<file path="config.mk">
export PLATFORM = sky130hd
export DESIGN_NAME = power_mode_sequencer
export DESIGN_NICKNAME = d
export VERILOG_FILES = /design/src/rtl/power_mode_sequencer.sv
export SDC_FILE = /design/constraint.sdc
export NUM_CORES = 1
export LEC_CHECK = 0
export ABC_CLOCK_PERIOD_IN_PS = 2900
export CAP_MARGIN = 20
export CORE_UTILIZATION = 46
export DETAILED_ROUTE_END_ITERATION = 8
export PLACE_DENSITY_LB_ADDON = 0.25
export SLEW_MARGIN = 20
export SYNTH_ARGS = -nofsm -noshare
export SYNTH_HDL_FRONTEND = slang
export SYNTH_SLANG_ARGS = --single-unit
</file>
<file path="constraint.sdc">
create_clock -name clk -period 2.9 [get_ports clk]
set_input_delay 0.29 -clock clk [delete_from_list [all_inputs] [get_ports clk]]
set_output_delay 0.29 -clock clk [all_outputs]
set_load 0.02 [all_outputs]
</file>
<file path="src/rtl/power_mode_sequencer.sv">
// -----------------------------------------------------------------------------
// power_mode_sequencer
//
// Autonomous power-mode scheduler for the sensor controller's clock-gating /
// power block. It watches the global idle count and the wakeup sources and
// walks the chip through NORMAL -> LOW -> SLEEP -> DEEP. Before entering SLEEP
// it runs a drain handshake with the framer/transmitter. On wakeup it holds a
// settle window and disarms automatic entry until fresh idleness is observed.
//
// Ports:
//   clk               in   system clock
//   rst               in   asynchronous active-high reset
//   global_enable     in   0 forces NORMAL and disarms automatic entry
//   auto_en           in   permits automatic low-power entry
//   mode_cap[1:0]     in   deepest mode allowed (00 NORMAL .. 11 DEEP)
//   idle_counter[15:0]in   global idle count (saturating)
//   system_wakeup     in   hardware wake pulse
//   host_wake         in   software wake request
//   drain_ack         in   framer/tx flushed and idle
//   err_clr           in   clears drain_timeout_err
//   power_mode[1:0]   out  mode driven to the power block
//   drain_req         out  flush request to framer/tx
//   mode_change       out  one-cycle pulse after power_mode changes
//   wake_ready        out  one-cycle pulse on the first NORMAL cycle after WAKE
//   seq_state[2:0]    out  current FSM state (debug)
//   drain_timeout_err out  sticky drain-timeout flag
// -----------------------------------------------------------------------------
module power_mode_sequencer #(
    parameter logic [15:0] LOW_THRESH    = 16'd1000,
    parameter logic [15:0] SLEEP_THRESH  = 16'd8000,
    parameter logic [15:0] DEEP_THRESH   = 16'hF000,
    parameter logic [7:0]  DRAIN_TIMEOUT = 8'd64,
    parameter logic [3:0]  WAKE_SETTLE   = 4'd4
) (
    input  logic        clk,
    input  logic        rst,
    input  logic        global_enable,
    input  logic        auto_en,
    input  logic [1:0]  mode_cap,
    input  logic [15:0] idle_counter,
    input  logic        system_wakeup,
    input  logic        host_wake,
    input  logic        drain_ack,
    input  logic        err_clr,
    output logic [1:0]  power_mode,
    output logic        drain_req,
    output logic        mode_change,
    output logic        wake_ready,
    output logic [2:0]  seq_state,
    output logic        drain_timeout_err
);

    typedef enum logic [2:0] {
        ST_NORMAL = 3'd0,
        ST_LOW    = 3'd1,
        ST_DRAIN  = 3'd2,
        ST_SLEEP  = 3'd3,
        ST_DEEP   = 3'd4,
        ST_WAKE   = 3'd5
    } state_t;

    state_t      state_q,       state_d;
    logic        armed_q,       armed_d;
    logic [7:0]  drain_cnt_q,   drain_cnt_d;
    logic [3:0]  settle_cnt_q,  settle_cnt_d;
    logic [1:0]  power_mode_q,  power_mode_d;
    logic        drain_req_q,   drain_req_d;
    logic        mode_change_q, mode_change_d;
    logic        wake_ready_q,  wake_ready_d;
    logic        err_q,         err_d;

    logic        wake_evt;
    logic        entry_ok;
    logic        below_low;
    logic        err_set;

    assign wake_evt  = system_wakeup | host_wake;
    assign entry_ok  = auto_en & armed_q;
    assign below_low = (idle_counter < LOW_THRESH);

    // -------------------------------------------------------------------------
    // Next-state, counters and output decode
    // -------------------------------------------------------------------------
    always_comb begin
        // NOTE: every signal assigned here gets a default first, so no path
        // leaves it unassigned and no latch is inferred.
        state_d      = state_q;
        armed_d      = armed_q;
        drain_cnt_d  = '0;
        settle_cnt_d = '0;
        wake_ready_d = 1'b0;
        err_set      = 1'b0;

        if (!global_enable) begin
            state_d = ST_NORMAL;
            armed_d = 1'b0;
        end else begin
            unique case (state_q)
                ST_NORMAL: begin
                    if (below_low) begin
                        armed_d = 1'b1;
                    end else if (mode_cap != 2'b00 && entry_ok) begin
                        state_d = ST_LOW;
                    end
                end
                ST_LOW: begin
                    if (mode_cap == 2'b00 || below_low) begin
                        state_d = ST_NORMAL;
                    end else if (idle_counter >= SLEEP_THRESH && mode_cap[1] && entry_ok) begin
                        state_d = ST_DRAIN;
                    end
                end
                ST_DRAIN: begin
                    // Ack outranks the timeout when both land on the same cycle.
                    if (wake_evt) begin
                        state_d = ST_WAKE;
                    end else if (drain_ack) begin
                        state_d = ST_SLEEP;
                    end else if (drain_cnt_q == DRAIN_TIMEOUT - 8'd1) begin
                        state_d = ST_NORMAL;
                        err_set = 1'b1;
                        armed_d = 1'b0;
                    end else begin
                        drain_cnt_d = drain_cnt_q + 8'd1;
                    end
                end
                ST_SLEEP: begin
                    if (wake_evt || !mode_cap[1]) begin
                        state_d = ST_WAKE;
                    end else if (idle_counter >= DEEP_THRESH && mode_cap == 2'b11 && entry_ok) begin
                        state_d = ST_DEEP;
                    end
                end
                ST_DEEP: begin
                    if (wake_evt || mode_cap != 2'b11) begin
                        state_d = ST_WAKE;
                    end
                end
                ST_WAKE: begin
                    // Wake inputs are deliberately not looked at here.
                    if (settle_cnt_q == WAKE_SETTLE - 4'd1) begin
                        state_d      = ST_NORMAL;
                        wake_ready_d = 1'b1;
                    end else begin
                        settle_cnt_d = settle_cnt_q + 4'd1;
                    end
                end
                default: begin
                    state_d = ST_NORMAL;
                end
            endcase

            // Any entry into WAKE disarms automatic entry until idle drops.
            if (state_d == ST_WAKE && state_q != ST_WAKE) begin
                armed_d = 1'b0;
            end
        end

        // Outputs are decoded from the next state so they settle one edge
        // after the condition that caused them.
        unique case (state_d)
            ST_LOW:   power_mode_d = 2'b01;
            ST_SLEEP: power_mode_d = 2'b10;
            ST_DEEP:  power_mode_d = 2'b11;
            ST_DRAIN: power_mode_d = power_mode_q;   // keep the mode drain began in
            default:  power_mode_d = 2'b00;          // NORMAL and WAKE
        endcase

        drain_req_d   = (state_d == ST_DRAIN);
        mode_change_d = (power_mode_d != power_mode_q);
        // A new timeout outranks a simultaneous clear.
        err_d         = err_set | (err_q & ~err_clr);
    end

    // -------------------------------------------------------------------------
    // State and output registers
    // -------------------------------------------------------------------------
    always_ff @(posedge clk or posedge rst) begin
        // NOTE: sequential state uses non-blocking assignments so every
        // register samples the pre-edge values regardless of statement order.
        if (rst) begin
            state_q       <= ST_NORMAL;
            armed_q       <= 1'b1;
            drain_cnt_q   <= '0;
            settle_cnt_q  <= '0;
            power_mode_q  <= 2'b00;
            drain_req_q   <= 1'b0;
            mode_change_q <= 1'b0;
            wake_ready_q  <= 1'b0;
            err_q         <= 1'b0;
        end else begin
            state_q       <= state_d;
            armed_q       <= armed_d;
            drain_cnt_q   <= drain_cnt_d;
            settle_cnt_q  <= settle_cnt_d;
            power_mode_q  <= power_mode_d;
            drain_req_q   <= drain_req_d;
            mode_change_q <= mode_change_d;
            wake_ready_q  <= wake_ready_d;
            err_q         <= err_d;
        end
    end

    assign power_mode        = power_mode_q;
    assign drain_req         = drain_req_q;
    assign mode_change       = mode_change_q;
    assign wake_ready        = wake_ready_q;
    assign seq_state         = state_q;
    assign drain_timeout_err = err_q;

endmodule

</file>
# After elaboration in Yosys (flattened, before gate mapping)
# Cells that the tools add are included.
classes:
  muxes: 38
  n_lt_le_gt_ge: 3
  n_addsub: 2
  bitwise: 5
  eq_ne: 21
  n_reduce_logical: 14
op_table:
  columns: ["op", "count"]
  rows:
  - ["$mux W8", 5]
  - ["$mux W3", 13]
  - ["$pmux W3 S6", 1]
  - ["$ge A16 B13 Y1 const B", 1]
  - ["$ge A16 B16 Y1 const B", 1]
  - ["$lt A16 B10 Y1 const B", 1]
  - ["$ne A4 B4 Y1 const B", 4]
  - ["$mux W1", 14]
  - ["$eq A3 B2 Y1 const B", 4]
  - ["$eq A3 B3 Y1 const B", 4]
  - ["$mux W4", 3]
  - ["$add A8 B1 Y8 const B", 1]
  - ["$eq A8 B6 Y1 const B", 1]
  - ["$pmux W2 S4", 1]
  - ["$eq A3 B1 Y1 const B", 2]
  - ["$logic_and A1 B1 Y1", 6]
  - ["$reduce_and A5 Y1", 1]
  - ["$add A4 B1 Y4 const B", 1]
  - ["$eq A4 B2 Y1 const B", 1]
  - ["$ne A4 B1 Y1 const B", 1]
  - ["$logic_not A3 Y1", 1]
  - ["$logic_or A1 B1 Y1", 3]
  - ["$ne A3 B3 Y1 const B", 1]
  - ["$and A1 B1 Y1", 2]
  - ["9 further kinds", 10]
word_totals:
  wordCells: 92
  inputBits: 26
  ff_bits: 22
  out_inout_bits: 9

# Longest topological paths before layout
# Gate-level depths: netlist of the first run.
depth:
  ltp_word: 11
  mapped_depth: 8
  depth_no_buf: 8

# Worst setup path before layout of the first run
# OpenSTA, ideal clock, no wires.
synth_path:
  kind: "register to register"
  start: "register state_q[1] (netlist: seq_state[1])"
  end: "register mode_change_q (netlist: mode_change)"
  arrival_ps: 1977
  path_slack_ps: 824
  setup_ps: 99
  path_stages_with_launch: 8
  period_less_slack_ps: 2076
  required_time_ps: 2801
  path_cell_list: "dfrtp_1 > nor2b_1 > nand2_1 > o32ai_1 > a41oi_1 > and3_4 > mux2_2 > a311oi_1"
synth_via:
  elab_chain_cells: 9
  word_cells_on_any_way: 26
synth_lines:
  columns: ["item", "line_no", "rtl"]
  rows:
  - ["start: declaration", "62", "state_t state_q, state_d;"]
  - ["start signal: assignment", "192", "state_q <= state_d;"]
  - ["$mux W3", "119", "end else if (drain_cnt_q == DRAIN_TIMEOUT - 8'd1) begin"]
  - ["$mux W3", "117", "end else if (drain_ack) begin"]
  - ["$mux W3", "115", "if (wake_evt) begin"]
  - ["$pmux W3 S6 (*)", "98", "unique case (state_q)"]
  - ["$mux W3 (*) (2 in series)", "94", "if (!global_enable) begin"]
  - ["$eq A3 B2 Y1, or another cell as far along", "161", "unique case (state_d)"]
  - ["$pmux W2 S4 (*)", "161", null]
  - ["$ne A2 B2 Y1 (*)", "170", "mode_change_d = (power_mode_d != power_mode_q);"]
  - ["named net mode_change_d", "68", "logic mode_change_q, mode_change_d;"]
  - ["end signal: assignment", "198", "mode_change_q <= mode_change_d;"]
  - ["end: declaration", "68", null]
# Mark *: on every way through the listed nets, which the timed path passes. The rest lies on a longest branch. The select of a mux whose other input is x is not followed.
# A chain may end at the register's enable or synchronous reset.

# Worst setup path after layout of the first run
layout_path:
  start: "input mode_cap[1]"
  end: "register mode_change_q (netlist: mode_change)"
layout_via:
  elab_chain_cells: 11
  word_cells_on_any_way: 29
layout_lines:
  columns: ["item", "line_no", "rtl"]
  rows:
  - ["start: declaration", "39", "input logic [1:0] mode_cap,"]
  - ["$eq A2 B2 Y1", "130", "end else if (idle_counter >= DEEP_THRESH && mode_cap == 2'b11 && entry_ok) begin"]
  - ["$logic_and A1 B1 Y1 (2 in series)", "130", null]
  - ["$mux W3", "130", null]
  - ["$mux W3", "128", "if (wake_evt || !mode_cap[1]) begin"]
  - ["$pmux W3 S6 (*)", "98", null]
  - ["$mux W3 (*) (2 in series)", "94", null]
  - ["$eq A3 B2 Y1, or another cell as far along", "161", null]
  - ["$pmux W2 S4 (*)", "161", null]
  - ["$ne A2 B2 Y1 (*)", "170", null]
  - ["named net mode_change_d", "68", null]
# Marks and branches as above.

==> results.toml, run 1 <==
[outcome]
outcome = "finished, final reports clean"

[clocking]
numClockSinks = 22
cts_buffers = 3
h-tree-depth = 1
cts_root_buf = "clkbuf_4"
clk_pin_slew_ps = 130
cts_hold_buf = 0
cts.repair.resized = 0
worstSkewPairLatency_ps = 310
clock_path_buffers = 2
cts_tree = "yes"
post-cts-setup-buffers = 0

[synth]
syn_area_per_cell_sq_um = 9.34
yosysWarnings = 0
synth_fa_ha_area_share_pct = 2.06
synth_top_family_by_area = "simple AND/OR/NAND/NOR gates"
ys_seq_area_share_pct = 45.5
synth_cells = 130
synth_compound_area_share_pct = 12.4
synth_nets = 158
synth_flop_cell = "dfrtp_1"
synth_xor_area_share_pct = 5.05
synth-simple-area-share_pct = 30.7
async_flop_share_pct = 100
muxShareOfSynthArea_pct = 0.928
synth_area_sq_um = 1210
synth-seq-cells = 22
synth_edf_count = 0
synth.distinct_cells = 41

[final_layout]
drive_gt1_share_pct = 7.98
finalNetCount = 192
fillCellCount = 217
final_common_cell = "clkdlybuf4s50_1"
antennaDiodeCount = 0
final_cell_mix = "clkdlybuf4s50_1 (31), dfrtp_1 (21), nor2_1 (17)"
area_growth_syn_to_layout_pct = 31.4

[setup_path]
r2r_setup_slack_ps = 540
worst_r2r_endpoint = "mode_change"
cp_max_fo = 9
cp-start-kind = "input port"
worstRegToRegCells = 8
path_class = "input port to flip-flop"
r2r_start = "settle_cnt_q[0]"
end_kind = "flip-flop"
crit_required_ps = 3130
crit_arrival_ps = 2610

[global_routing]
grt_remaining_overflow = 0
grt_pass1_vias = 1074
grt_usage_pct = 22.7
grt_pass1_wl_um = 4660
grt_max_degree = 23
antenna_found_initial = 0

[detailed_routing]
wl_per_cell_um = 14.3
ant_nets = 0
drt-total-wl_um = 2750
drt_iter0_drc = 18
vias_per_cell = 5.68
dr.pass1.iters = 4
drc = 0
vias = 1097

[sta]
hold_viol_final = 0
fin_setup_tns_ps = 0
period_share_pct = 82.3
rsz0062_at_grt = "false"
fmax_ghz = 0.419
worstMarginPinSlew_ps = 818
maxSlewHeadroom_pct = 45.4
fin_crit_ps = 2390
hold_ws_ps = 415
clock_skew_ps = 4.69
slew_violations = 0
finalSetupViolations = 0

[floorplanning]
io-pin-count = 35
die_y_um = 53.4
die_w_um = 53.4
rows = 18
start_util_pct = 49.0
die_area_sq_um = 2850
core_sq_um = 2480

[power]
power_density_nw_per_um2 = 375
vdd_ir_drop_max_mv = 0.318
leakage_nw = 0.654

[min_path]
hold_class = "input port to asynchronous set/reset pin"

[placement]
port_buffers = 31
globalplace.congestion = 0.812
detailed_place_hpwl_um = 2080

[job]
drv_cap = 0
synthesized netlist by cell type, types with 2 or more instances:
cell | n | area, sq um
nand3_1 | 9 | 45.0
a311oi_1 | 2 | 17.5
xor2_1 | 5 | 43.8
nor3b_1 | 2 | 15.0
nand2_1 | 10 | 37.5
o21ai_0 | 6 | 30.0
xnor2_1 | 2 | 17.5
or2b_1 | 2 | 15.0
ha_1 | 2 | 25.0
dfrtp_1 | 21 | 526
nand4_1 | 4 | 25.0
o221ai_1 | 2 | 17.5
nor3_1 | 5 | 25.0
nand3b_1 | 2 | 15.0
nor4b_1 | 2 | 17.5
nor2_1 | 17 | 63.8
and3_1 | 2 | 12.5
nand2b_1 | 3 | 18.8
and2_2 | 2 | 15.0
a21oi_1 | 3 | 15.0
inv_1 | 6 | 22.5
nor2b_1 | 2 | 12.5
cell type report:
| cell class | instances | area [sq um] | area share [%] |
|---|---|---|---|
| Multi-Input combinational cell | 100 | 621 | 38.9 |
| Clock inverter | 1 | 30.0 | 1.88 |
| Inverter | 6 | 22.5 | 1.41 |
| Tap cell | 30 | 37.5 | 2.35 |
| Clock buffer | 3 | 22.5 | 1.41 |
| Timing Repair Buffer | 31 | 310 | 19.5 |
| Sequential cell | 22 | 552 | 34.6 |
metal layers:
layer | up-vias | routed length, um | global-route usage, %
met1 | 537 | 1280 | 27.2
li1 | 536 | - | -
met4 | 0 | 51 | 11.0
met2 | 20 | 1330 | 38.8
met3 | 4 | 90 | 3.45
met5 | - | 0 | 0
how the worst max path moves through the flow:
stage	from	slack, ps	endpoint	cells past startpoint
global placement	mode_cap[1]	250	mode_change	8
CTS	mode_cap[1]	530	mode_change	8
detailed placement	mode_cap[1]	190	mode_change	8
floorplan	seq_state[1]	820	mode_change	7
global route	seq_state[1]	360	mode_change	7
finish	mode_cap[1]	510	mode_change	8
sequential cells by signal, summed over array words and instances (netlist names):
| signal | count |
|---|---|
| mode_change | 1 |
| wake_ready | 1 |
| drain_req | 1 |
| settle_cnt_q | 4 |
| power_mode | 2 |
| drain_timeout_err | 1 |
| drain_cnt_q | 8 |
| armed_q | 1 |
| seq_state | 3 |
kinds of logic after synthesis:
family | after synthesis
AOI/OAI and AO/OA | 21
muxes | 1
adders and majority gates | 2
buffers and inverters | 8
DFF | 22
xor gates and xnor gates | 7
and+or+nand+nor | 69
metrics by stage:
step / setup WS [ps] / instances / cell area (sq um) / util, % / total power, W
2_1_floorplan: 824 / 130 / 1210 / - / 0.000329
3_5_place_dp: 193 / 189 / 1540 / 62.3 / 0.000366
6_report: 513 / 193 / 1600 / 64.4 / 0.000598
3_3_place_gp: 250 / 189 / 1540 / 62.3 / 0.000365
5_1_grt: 359 / 193 / 1600 / 64.4 / 0.000622
4_1_cts: 532 / 193 / 1600 / 64.4 / 0.000600
report_power, final:
| group | switching, W | internal [W] |
|---|---|---|
| Combinational | 0.0000212 | 0.0000314 |
| Sequential | 0.000000544 | 0.000307 |
| Clock | 0.0000976 | 0.000140 |
| Total | 0.000119 | 0.000479 |
worst max-delay path: stages:
cell and delay, ps:
clkdlybuf4s50_1 520, or3b_1 400, nor3b_1 200, o221ai_1 160, a41o_2 330, and3_4 190
mux2_2 260, a311oi_1 270
No activity file was read; power rests on OpenSTA's default activity.
==> inputs of run 2 (changes only) <==
- ABC_CLOCK_PERIOD_IN_PS: 2900 -> 2000
- CORE_UTILIZATION: 46 -> 42
- clock period: 2.9 -> 2 ns (I/O delays scaled with it)
==> run 2 against run 1 <==
The run now ends with setup timing left. Clock power rose by 45%. Worst hold slack lost 210 ps. Non-clock buffer count rose by 31. Global-route usage up 0.42 points. Largest cell class unchanged. Setup slack got worse by 690 ps. Combinational power rose by 83%.
==> results.toml, run 2 (synthesis results as in run 1) <==
[outcome]
outcome = "finished, violations left"
violations = "setup timing"

[setup_path]
cpMaxStageDelayCell = "clkdlybuf4s50_1"
cp-start-kind = "input port"
crit_arrival_ps = 2350
end_kind = "flip-flop"
cp_num_buf_inv = 2
crit_required_ps = 2180
critPathMaxStageDelay_ps = 450
cp_max_fo = 6
crit_chain = "clkdlybuf4s50_1 -> or3b_4 -> nor3b_4 -> o221ai_2 -> a41o_2 -> buf_4 -> nand2b_1 -> a311oi_2 -> a311oi_2"
cpMostUsedCell = "a311oi_2"
path_class = "input port to flip-flop"
critical_path.top_delay_family = "simple AND/OR/NAND/NOR gates"
r2r_setup_slack_ps = -110

[clocking]
clk_pin_slew_ps = 130
numClockSinks = 22
cts_hold_buf = 0
cts_tree = "yes"
clock_path_buffers = 2
cts_buffers = 3
h-tree-depth = 1
worstSkewPairLatency_ps = 310
cts_root_buf = "clkbuf_4"

[detailed_routing]
ant_nets = 0
wl_per_cell_um = 15.0
drt-total-wl_um = 3370
drt_iter0_drc = 38
drc = 0
vias = 1202
dr.pass1.iters = 4
vias_per_cell = 5.34

[placement]
detailed_place_hpwl_um = 2430
port_buffers = 31
placed_cell_area_sq_um = 1770
pre_cts_slack_ps = -507
globalplace.congestion = 0.892

[sta]
fin_setup_tns_ps = -174
finalSetupViolations = 1
fmax_ghz = 0.460
period_share_pct = 109
rsz0062_at_grt = "true"
slew_violations = 0
worstMarginPinSlew_ps = 376
clock_skew_ps = 8.20
maxSlewHeadroom_pct = 74.6
fin_ws_ps = -174
fin_crit_ps = 2170
hold_viol_final = 0

[power]
power_density_nw_per_um2 = 466
vdd_ir_drop_max_mv = 0.510
comb_power_share_pct = 10.9
clkPwrFrac_pct = 38.7
p_int_w = 0.000706
power.switching_w = 0.000179
leakage_nw = 0.851
switching_share_pct = 20.3
seqPwrFrac_pct = 50.4
power_w = 0.000885

[floorplanning]
die_area_sq_um = 3110
start_util_pct = 44.0
die_y_um = 55.8
rows = 19
io-pin-count = 35
die_w_um = 55.8
core_sq_um = 2760

[global_routing]
grt_max_degree = 23
grt_remaining_overflow = 0
grt_usage_pct = 23.1
grt_pass1_vias = 1305
grt_pass1_wl_um = 5710
antenna_found_initial = 0

[final_layout]
finalNetCount = 223
area_growth_syn_to_layout_pct = 56.6
fillCellCount = 213
final_common_cell = "buf_4"
largest-register = "drain_cnt_q"
final_cell_mix = "buf_4 (31), clkdlybuf4s50_1 (29), dfrtp_1 (21)"
antennaDiodeCount = 0
largest_reg_flops = 8
utilization_pct = 68.9
fin_area_sq_um = 1900
drive_gt1_share_pct = 28.4

[job]
drv_cap = 0

[min_path]
hold_class = "input port to asynchronous set/reset pin"
==> run 2: cell types whose count changed in the layout (fill, tap and decap cells not counted), sizes merged <==
| cell | before | now |
|---|---|---|
| clkdlybuf4s50 | 31 | 29 |
| dlymetal6s2s | 0 | 1 |
| dlygate4sd2 | 0 | 1 |
| buf | 0 | 31 |
==> run 2: area by class of cell <==
type | count | area [sq um] | area share [%]
inverter | 6 | 22.5 | 1.18
sequential | 22 | 552 | 29.0
clock buffer | 3 | 22.5 | 1.18
multi-input combinational | 100 | 691 | 36.3
tap | 31 | 38.8 | 2.04
clock inverter | 1 | 30.0 | 1.58
timing repair buffer | 62 | 544 | 28.6
==> run 2: repair_timing <==
action | in CTS | in global routing
pin swaps | 6 | 5
endpoints found under the setup margin | 3 | 4
gates resized for setup | 10 | 4
buffers inserted | 2 | 0
==> run 2: path summary, 6_finish.rpt <==
| check | from | to | cells after the start |
|---|---|---|---|
| max | host_wake | mode_change | 9 |
| min | rst | drain_timeout_err | 3 |
| max reg2reg | armed_q | mode_change | 8 |
| min reg2reg | drain_cnt_q[0] | drain_cnt_q[0] | 2 |
| max in group asynchronous | rst | armed_q | 3 |
| min in group clk | err_clr | drain_timeout_err | 2 |
==> run 2: through the flow <==
step | hold WS, ps | std cells
after detailed placement | 527 | 219
after global routing | 232 | 225
after global placement | 519 | 219
after floorplan | 188 | 130
final | 205 | 225
after CTS | 214 | 225
==> run 2: worst min-delay path, stage by stage <==
cell and delay (ps):
clkdlybuf4s50_1 400, inv_1 50, buf_4 270
==> run 2: power by group through the flow <==
| stage | clock [W] | sequential (W) | combinational [W] |
|---|---|---|---|
| 2_1_floorplan | 0 | 0.000455 | 0.0000226 |
| 3_3_place_gp | 0 | 0.000455 | 0.0000879 |
| 3_5_place_dp | 0 | 0.000455 | 0.0000903 |
| 4_1_cts | 0.000350 | 0.000446 | 0.0000935 |
| 5_1_grt | 0.000371 | 0.000447 | 0.000103 |
| 6_report | 0.000343 | 0.000446 | 0.0000961 |
==> run 2: per-layer routing <==
layer / GRT usage (%) / vias up / part of all wire [%] / wire length [um]
li1: - / 595 / - / -
met1: 29.4 / 572 / 43 / 1440
met2: 40.3 / 29 / 52 / 1750
met3: 3.02 / 6 / 3.4 / 114
met4: 7.86 / 0 / 2.0 / 66
met5: 0 / - / 0 / 0
==> inputs of run 3 (changes only) <==
- CTS_CLUSTER_SIZE: unset -> 16
- SETUP_SLACK_MARGIN: unset -> 0.5
==> run 3 against run 2 <==
Sequential power is essentially flat. The flow still finishes with violations (setup timing). Clock skew grew 3.0 ps. Wire length grew 6.4%. Maximum frequency grew 3.3%. Non-clock buffer count is the same. Final cell count is the same. Via count grew 3.0%. Clock power grew 3%. Highest routed layer unchanged. Sequential share of layout area shrank 1.9 points.
==> results.toml, run 3 (synthesis results as in run 1) <==
[outcome]
outcome = "finished, violations left"
violations = "setup timing"

[detailed_routing]
vias = 1238
wl_per_cell_um = 15.9
vias_per_cell = 5.50
drc = 0
ant_nets = 0
drt_iter0_drc = 24
drt-total-wl_um = 3580
dr.pass1.iters = 4

[sta]
rsz0062_at_grt = "true"
period_share_pct = 105
fin_crit_ps = 2100
hold_viol_final = 0
fin_setup_tns_ps = -105
maxSlewHeadroom_pct = 56.2
finalSetupViolations = 1
clock_skew_ps = 11.2
fin_ws_ps = -105
fmax_ghz = 0.475
slew_violations = 0
worstMarginPinSlew_ps = 656

[final_layout]
largest-register = "drain_cnt_q"
final_common_cell = "buf_4"
utilization_pct = 74.1
antennaDiodeCount = 0
stdcell_count = 225
area_growth_syn_to_layout_pct = 68.5
largest_reg_flops = 8
drive_gt1_share_pct = 40.2
final_cell_mix = "buf_4 (24), clkdlybuf4s50_1 (20), dfrtp_1 (19)"
finalNetCount = 223
fin_area_sq_um = 2040

[global_routing]
antenna_found_initial = 0
grt_pass1_vias = 1347
grt_usage_pct = 25.7
grt_pass1_wl_um = 6280
grt_max_degree = 18
grt_remaining_overflow = 0

[setup_path]
crit_end = "mode_change"
crit_arrival_ps = 2330
critPathMaxStageDelay_ps = 570
worstRegToRegCells = 7
cp_max_fo = 5
critical_path.top_delay_family = "compound AO/OA/AOI/OAI gates"
end_kind = "flip-flop"
cp_num_buf_inv = 0
path_class = "flip-flop to flip-flop"
cp-start-kind = "flip-flop"
r2r_start = "armed_q"
crit_cells = 7
crit_chain = "nand4_1 -> nor3_2 -> o221ai_2 -> a41o_2 -> and3_4 -> mux2_2 -> a311oi_2"
worst_r2r_endpoint = "mode_change"
worstSetupStartpoint = "armed_q"
crit_required_ps = 2230
cpMaxStageDelayCell = "dfstp_2"
r2r_setup_slack_ps = -100

[clocking]
h-tree-depth = 1
clk_pin_slew_ps = 140
clock_path_buffers = 2
worstSkewPairLatency_ps = 320
cts_hold_buf = 0
numClockSinks = 22
cts_buffers = 3
cts_root_buf = "clkbuf_4"
cts_tree = "yes"

[job]
drv_cap = 0

[floorplanning]
rows = 19
die_area_sq_um = 3110
die_w_um = 55.8
io-pin-count = 35
start_util_pct = 44.0
core_sq_um = 2760
die_y_um = 55.8

[placement]
dpl.cell_count = 216
globalplace.congestion = 0.931
placed_cell_area_sq_um = 1810
pre_cts_slack_ps = -443
detailed_place_hpwl_um = 2550
port_buffers = 31

[power]
power_density_nw_per_um2 = 442
leakage_nw = 0.924
vdd_ir_drop_max_mv = 0.407

[min_path]
hold_class = "input port to asynchronous set/reset pin"
run 3: changes by cell type in the layout (fill, tap and decap cells not counted), moves of 3 or more:
cell	change
clkdlybuf4s50_1	-9
buf_6	+7
dlygate4sd2_1	+6
dlymetal6s2s_1	+3
nor2_1	-9
nor2_2	+4
buf_4	-7
nand3_1	-3
nor2_4	+5
run 3: per-layer routing:
metal | global-route usage (%) | wire length [um] | vias up
li1 | - | - | 598
met1 | 30.7 | 1550 | 598
met2 | 43.7 | 1800 | 30
met3 | 3.49 | 111 | 12
met4 | 15.7 | 118 | 0
met5 | 0 | 0 | -
run 3: worst min path at each step:
stage	slack [ps]	end	startpoint
5_1_grt	290	drain_cnt_q[7]	rst
3_5_place_dp	530	drain_cnt_q[0]	drain_cnt_q[0]
3_3_place_gp	520	drain_cnt_q[0]	drain_cnt_q[0]
2_1_floorplan	190	drain_cnt_q[0]	rst
6_report	240	drain_cnt_q[7]	rst
4_1_cts	260	drain_cnt_q[7]	rst
run 3: stage by stage:
stage               hold slack, ps  power [W]
detailed placement             534   0.000550
CTS                            256   0.000910
global placement               517   0.000547
floorplan                      188   0.000479
finish                         242   0.000903
global route                   288   0.000932
run 3: final cells by class:
cell class	instances	area, sq um
timing repair buffer	62	571
tap	31	38.8
inverter	6	25.0
clock inverter	1	30.0
fill	185	713
multi-input combinational	100	803
sequential	22	554
clock buffer	3	22.5
run 3: repair_timing:
action                     4_1_cts  5_1_grt
pin swaps                        7        8
setup buffers                    3        2
gates resized for setup         31       19
setup endpoints to repair       23       17
run 3: power by group:
group	internal [W]	switching, W
registers	0.000446	0.000000598
logic	0.0000621	0.0000412
clock network	0.000203	0.000151
